===== config.mk =====
export PLATFORM = sky130hd
export DESIGN_NAME = sha256_round_ctrl
export DESIGN_NICKNAME = d
export VERILOG_FILES = /design/src/rtl/sha256_round_ctrl.sv
export SDC_FILE = /design/constraint.sdc
export NUM_CORES = 1
export LEC_CHECK = 0
export BUFFER_PORTS_ARGS = -buffer_cell sky130_fd_sc_hd__buf_2
export CORE_AREA = 2 2 424 426
export DETAILED_ROUTE_END_ITERATION = 10
export DIE_AREA = 0 0 426 428
export SYNTH_ARGS = -nofsm -noshare
export SYNTH_HDL_FRONTEND = slang
export SYNTH_SLANG_ARGS = --single-unit

===== constraint.sdc =====
create_clock -name clk -period 2.1 [get_ports clk]
set_input_delay 0.21 -clock clk [delete_from_list [all_inputs] [get_ports clk]]
set_output_delay 0.21 -clock clk [all_outputs]
set_load 0.05 [all_outputs]

===== src/rtl/sha256_round_ctrl.sv =====
// SHA-256 block/round sequencer: accepts a message block, pulses the schedule load,
// steps 64 rounds, then updates the hash state. Optional block counter under SHA256_OPS_COUNT_EN.
module sha256_round_ctrl #(
    parameter int WORDSIZE = 32
) (
    input  logic                    clk,
    input  logic                    rst,
    input  logic [WORDSIZE*16-1:0]  blk_data,
    input  logic                    blk_valid,
    input  logic                    blk_last,
    output logic                    blk_ready,
    output logic [WORDSIZE*16-1:0]  sched_M,
    output logic                    sched_load,
    output logic                    init_iv,
    output logic                    round_en,
    output logic [5:0]              round_idx,
    output logic                    hash_update,
    output logic                    digest_valid,
    input  logic                    dig_ready,
    output logic [31:0]             ops_count
);

    localparam int BW = WORDSIZE * 16;

    typedef enum logic [2:0] {
        IDLE,
        LOAD,
        ROUNDS,
        FINAL,
        DONE
    } state_t;

    state_t          state_q, state_d;
    logic [BW-1:0]   sched_m_q, sched_m_d;
    logic            last_q, last_d;
    logic            first_q, first_d;
    logic [5:0]      idx_q, idx_d;
    logic            ready_q, ready_d;
    logic            load_q, load_d;
    logic            iv_q, iv_d;
    logic            ren_q, ren_d;
    logic            upd_q, upd_d;
    logic            dv_q, dv_d;

    always_ff @(posedge clk) begin
        if (rst) begin
            state_q   <= IDLE;
            sched_m_q <= '0;
            last_q    <= 1'b0;
            first_q   <= 1'b1;
            idx_q     <= '0;
            ready_q   <= 1'b1;
            load_q    <= 1'b0;
            iv_q      <= 1'b0;
            ren_q     <= 1'b0;
            upd_q     <= 1'b0;
            dv_q      <= 1'b0;
        end else begin
            state_q   <= state_d;
            sched_m_q <= sched_m_d;
            last_q    <= last_d;
            first_q   <= first_d;
            idx_q     <= idx_d;
            ready_q   <= ready_d;
            load_q    <= load_d;
            iv_q      <= iv_d;
            ren_q     <= ren_d;
            upd_q     <= upd_d;
            dv_q      <= dv_d;
        end
    end

    // Output flops are loaded from a decode of the next state so every output is a register.
    always_comb begin
        state_d   = state_q;
        sched_m_d = sched_m_q;
        last_d    = last_q;
        first_d   = first_q;
        idx_d     = '0;

        unique case (state_q)
            IDLE: begin
                if (blk_valid && ready_q) begin
                    state_d   = LOAD;
                    sched_m_d = blk_data;
                    last_d    = blk_last;
                end
            end
            LOAD: begin
                state_d = ROUNDS;
                first_d = 1'b0;
            end
            ROUNDS: begin
                // Counter wraps 63->0 on the same edge that leaves ROUNDS.
                idx_d = idx_q + 6'd1;
                if (idx_q == 6'd63) begin
                    state_d = FINAL;
                end
            end
            FINAL: begin
                state_d = last_q ? DONE : IDLE;
            end
            DONE: begin
                if (dig_ready) begin
                    state_d = IDLE;
                    first_d = 1'b1;
                end
            end
            default: begin
                state_d = IDLE;
            end
        endcase

        ready_d = (state_d == IDLE);
        load_d  = (state_d == LOAD);
        iv_d    = (state_d == LOAD) && first_q;
        ren_d   = (state_d == ROUNDS);
        upd_d   = (state_d == FINAL);
        dv_d    = (state_d == DONE);
    end

    assign blk_ready    = ready_q;
    assign sched_M      = sched_m_q;
    assign sched_load   = load_q;
    assign init_iv      = iv_q;
    assign round_en     = ren_q;
    assign round_idx    = idx_q;
    assign hash_update  = upd_q;
    assign digest_valid = dv_q;

`ifdef SHA256_OPS_COUNT_EN
    logic [31:0] ops_q, ops_d;

    always_comb begin
        ops_d = ops_q;
        if (upd_q && (ops_q != '1)) begin
            ops_d = ops_q + 32'd1;
        end
    end

    always_ff @(posedge clk) begin
        if (rst) begin
            ops_q <= '0;
        end else begin
            ops_q <= ops_d;
        end
    end

    assign ops_count = ops_q;
`else
    assign ops_count = '0;
`endif

endmodule


==> out/metrics.yaml <==
cts_buffer_depth: 3
drive_gt1_frac: 0.319
rsz0062_at_grt: "true"
cp-start-kind: "flop"
ys_top_cells_by_count: "529 x dfxtp_1, 518 x a21oi_1, 516 x nand3_1"
nets: 4385
final.period_utilization: 0.969
grtUsageTotal: 0.149
cp_slowest_cell: "or4b_4"
critPathMaxFanout: 76
relSlewSlack: 0.420
drv_cap: 0
grt-ovfl-total: 0
cp_cell_sequence: "or4b_4 -> buf_12 -> buf_12 -> o21ai_1 -> a21oi_1"
die_h_um: 428
yosys-top-cells-area: "dfxtp_1 52%, a21oi_1 13%, nand3_1 13%"
ys.warnings.count: 0
worstSkewPairLatency_ns: 0.68
max_freq_ghz: 0.491
cts_max_level: 3
design.core.area_um2: 178000
power.density_nw_per_um2: 987
final_cells: 6289
viasPerCell: 3.96
cts.clk_slew.worst_paths_ns: 0.06
dp_hpwl_um: 111000
synth_top_area_frac: 0.519
routed_wl_um: 143000
fin_area_um2: 35700
setup_viol: 0
port_buffers: 1040
slew_viol_final: 0
initial_core_util: 0.115
dp_cells: 5632
syn_inst: 2439
grt_antenna_before_repair: 14
syn_to_final_growth_pct: 74.7
grt_max_degree: 126
peakVddDrop_uv: 572
dpl-instance-area_um2: 28000
cts_buffers: 72
syn_avg_cell_area_um2: 8.37
vias: 24900
synth_area_um2: 20400
fill_cells: 19800
grt_pass1_wl_um: 192000
yosysSeqAreaShare: 0.519
cp_common_cell: "buf_12"
hold_viol: 0
ios: 1073
cp.arrival_ns: 2.57
yosysTopAreaCell: "dfxtp_1"
synthArstFlopShare: 0
worst_slew_pin_slew_ns: 0.870
synth_ff_type: "dfxtp_1"
drtIter0Drc: 1862
max_stage_delay_ns: 0.63
clock_sinks: 529
ant_nets: 0
wl_per_cell_um: 22.8
num_rows: 155
leakagePower_nw: 14.9
p_total_mw: 35.2
synth-seq-cells: 529
root_buffer: "clkbuf_16"
yosysMostFrequentCell: "dfxtp_1"
cts_tree: "yes"
cp-end-kind: "flop"
chipWidth_um: 426
grt_pass1_vias: 24700
hold_path.class: "in2reg"
status: "complete, no violations"
dieArea_um2: 182000
setup-tns-final_ns: 0
holdWs_ns: 0.0718
gp_congestion: 0.897
synth_edf_count: 0
route.detailed.drc: 0
critical_path_class: "reg2reg"
synth.distinct_cells: 32
period_minus_slack_ns: 2.03
cts_setup_buffers: 0
dr.pass1.iters: 8
worstPathRequired_ns: 2.64
skew_ns: 0.0300
stage by stage:
step / util / worst slack [ns]
2_1_floorplan: - / 0.132
3_3_place_gp: 0.157 / 0.174
3_5_place_dp: 0.157 / 0.149
4_1_cts: 0.200 / 0.104
5_1_grt: 0.201 / -0.00813
6_report: 0.201 / 0.0654
power by group:
group / total (mW) / switching (mW) / leakage [nW] / internal, mW
Combinational: 10.8 / 7.85 / 9.35 / 2.96
Sequential: 11.4 / 0.478 / 4.33 / 10.9
Clock: 13.0 / 5.32 / 1.20 / 7.68
Total: 35.2 / 13.6 / 14.9 / 21.6
placed cells by master (no fill, tap or decap), drive strengths merged, types with 5 or more instances in the layout:
cell type       n
buf          1129
dfxtp         529
diode          13
bufinv          5
nand3         516
o21ai         515
conb           32
clkbuf        104
inv             8
nor2            7
dlygate4sd3   515
clkinv         13
a21oi         518
layout make-up:
| class | count | area, µm² | share of cell area |
|---|---|---|---|
| Timing Repair Buffer | 1645 | 11500 | 0.321 |
| Clock inverter | 25 | 373 | 0.0105 |
| Multi-Input combinational cell | 1614 | 8140 | 0.228 |
| Tap cell | 2355 | 2950 | 0.0826 |
| Inverter | 5 | 26.3 | 0.000737 |
| Sequential cell | 529 | 10600 | 0.297 |
| Antenna cell | 13 | 32.5 | 0.000912 |
| Clock buffer | 103 | 2110 | 0.0591 |
critical path: cells and delay by family (launching register included):
family | cells | cell delay [ns]
compound gates | 2 | 0.29
buf+inv | 2 | 0.40
flops | 1 | 0.41
simple gates | 1 | 0.63
final timing paths:
check / start / to / slack, ns / depth (start not counted)
worst min-delay path: blk_data[504] / sched_M[504]$_SDFFE_PP0P_ / 0.07 / 3
worst max-delay path: state_q[1]$_SDFF_PP0_ / sched_M[142]$_SDFFE_PP0P_ / 0.07 / 5
worst min register to register: sched_M[254]$_SDFFE_PP0P_ / sched_M[254]$_SDFFE_PP0P_ / 0.47 / 2
worst max register to register: state_q[1]$_SDFF_PP0_ / sched_M[142]$_SDFFE_PP0P_ / 0.07 / 5
metal layers:
| metal | vias to the layer above | GRT usage | share of wire |
|---|---|---|---|
| met5 | - | 0 | 0 |
| met4 | 0 | 0.0535 | 0.035 |
| met3 | 196 | 0.0896 | 0.14 |
| met2 | 1057 | 0.247 | 0.47 |
| met1 | 12100 | 0.153 | 0.35 |
| li1 | 11600 | - | - |
registers in the layout, summed over array words and instances (netlist names):
| signal | count |
|---|---|
| round_idx | 6 |
| blk_ready | 1 |
| hash_update | 1 |
| sched_load | 1 |
| init_iv | 1 |
| digest_valid | 1 |
| first_q | 1 |
| state_q | 3 |
| last_q | 1 |
| round_en | 1 |
| sched_M | 512 |
cells by family after synthesis:
logic type / share of synthesized area
buf+inv: 0.0893
simple gates: 0.133
xor+xnor: 0.00172
flops: 0.519
other cells: 0.000184
fa+ha+maj: 0.000613
compound gates: 0.257
repair_timing:
action | in CTS | in global routing
gates resized for setup | 0 | 3
endpoints found under the hold margin | 516 | 0
hold buffers | 515 | 0
setup endpoints to repair | 0 | 5
(Power assumes the default switching activity.)
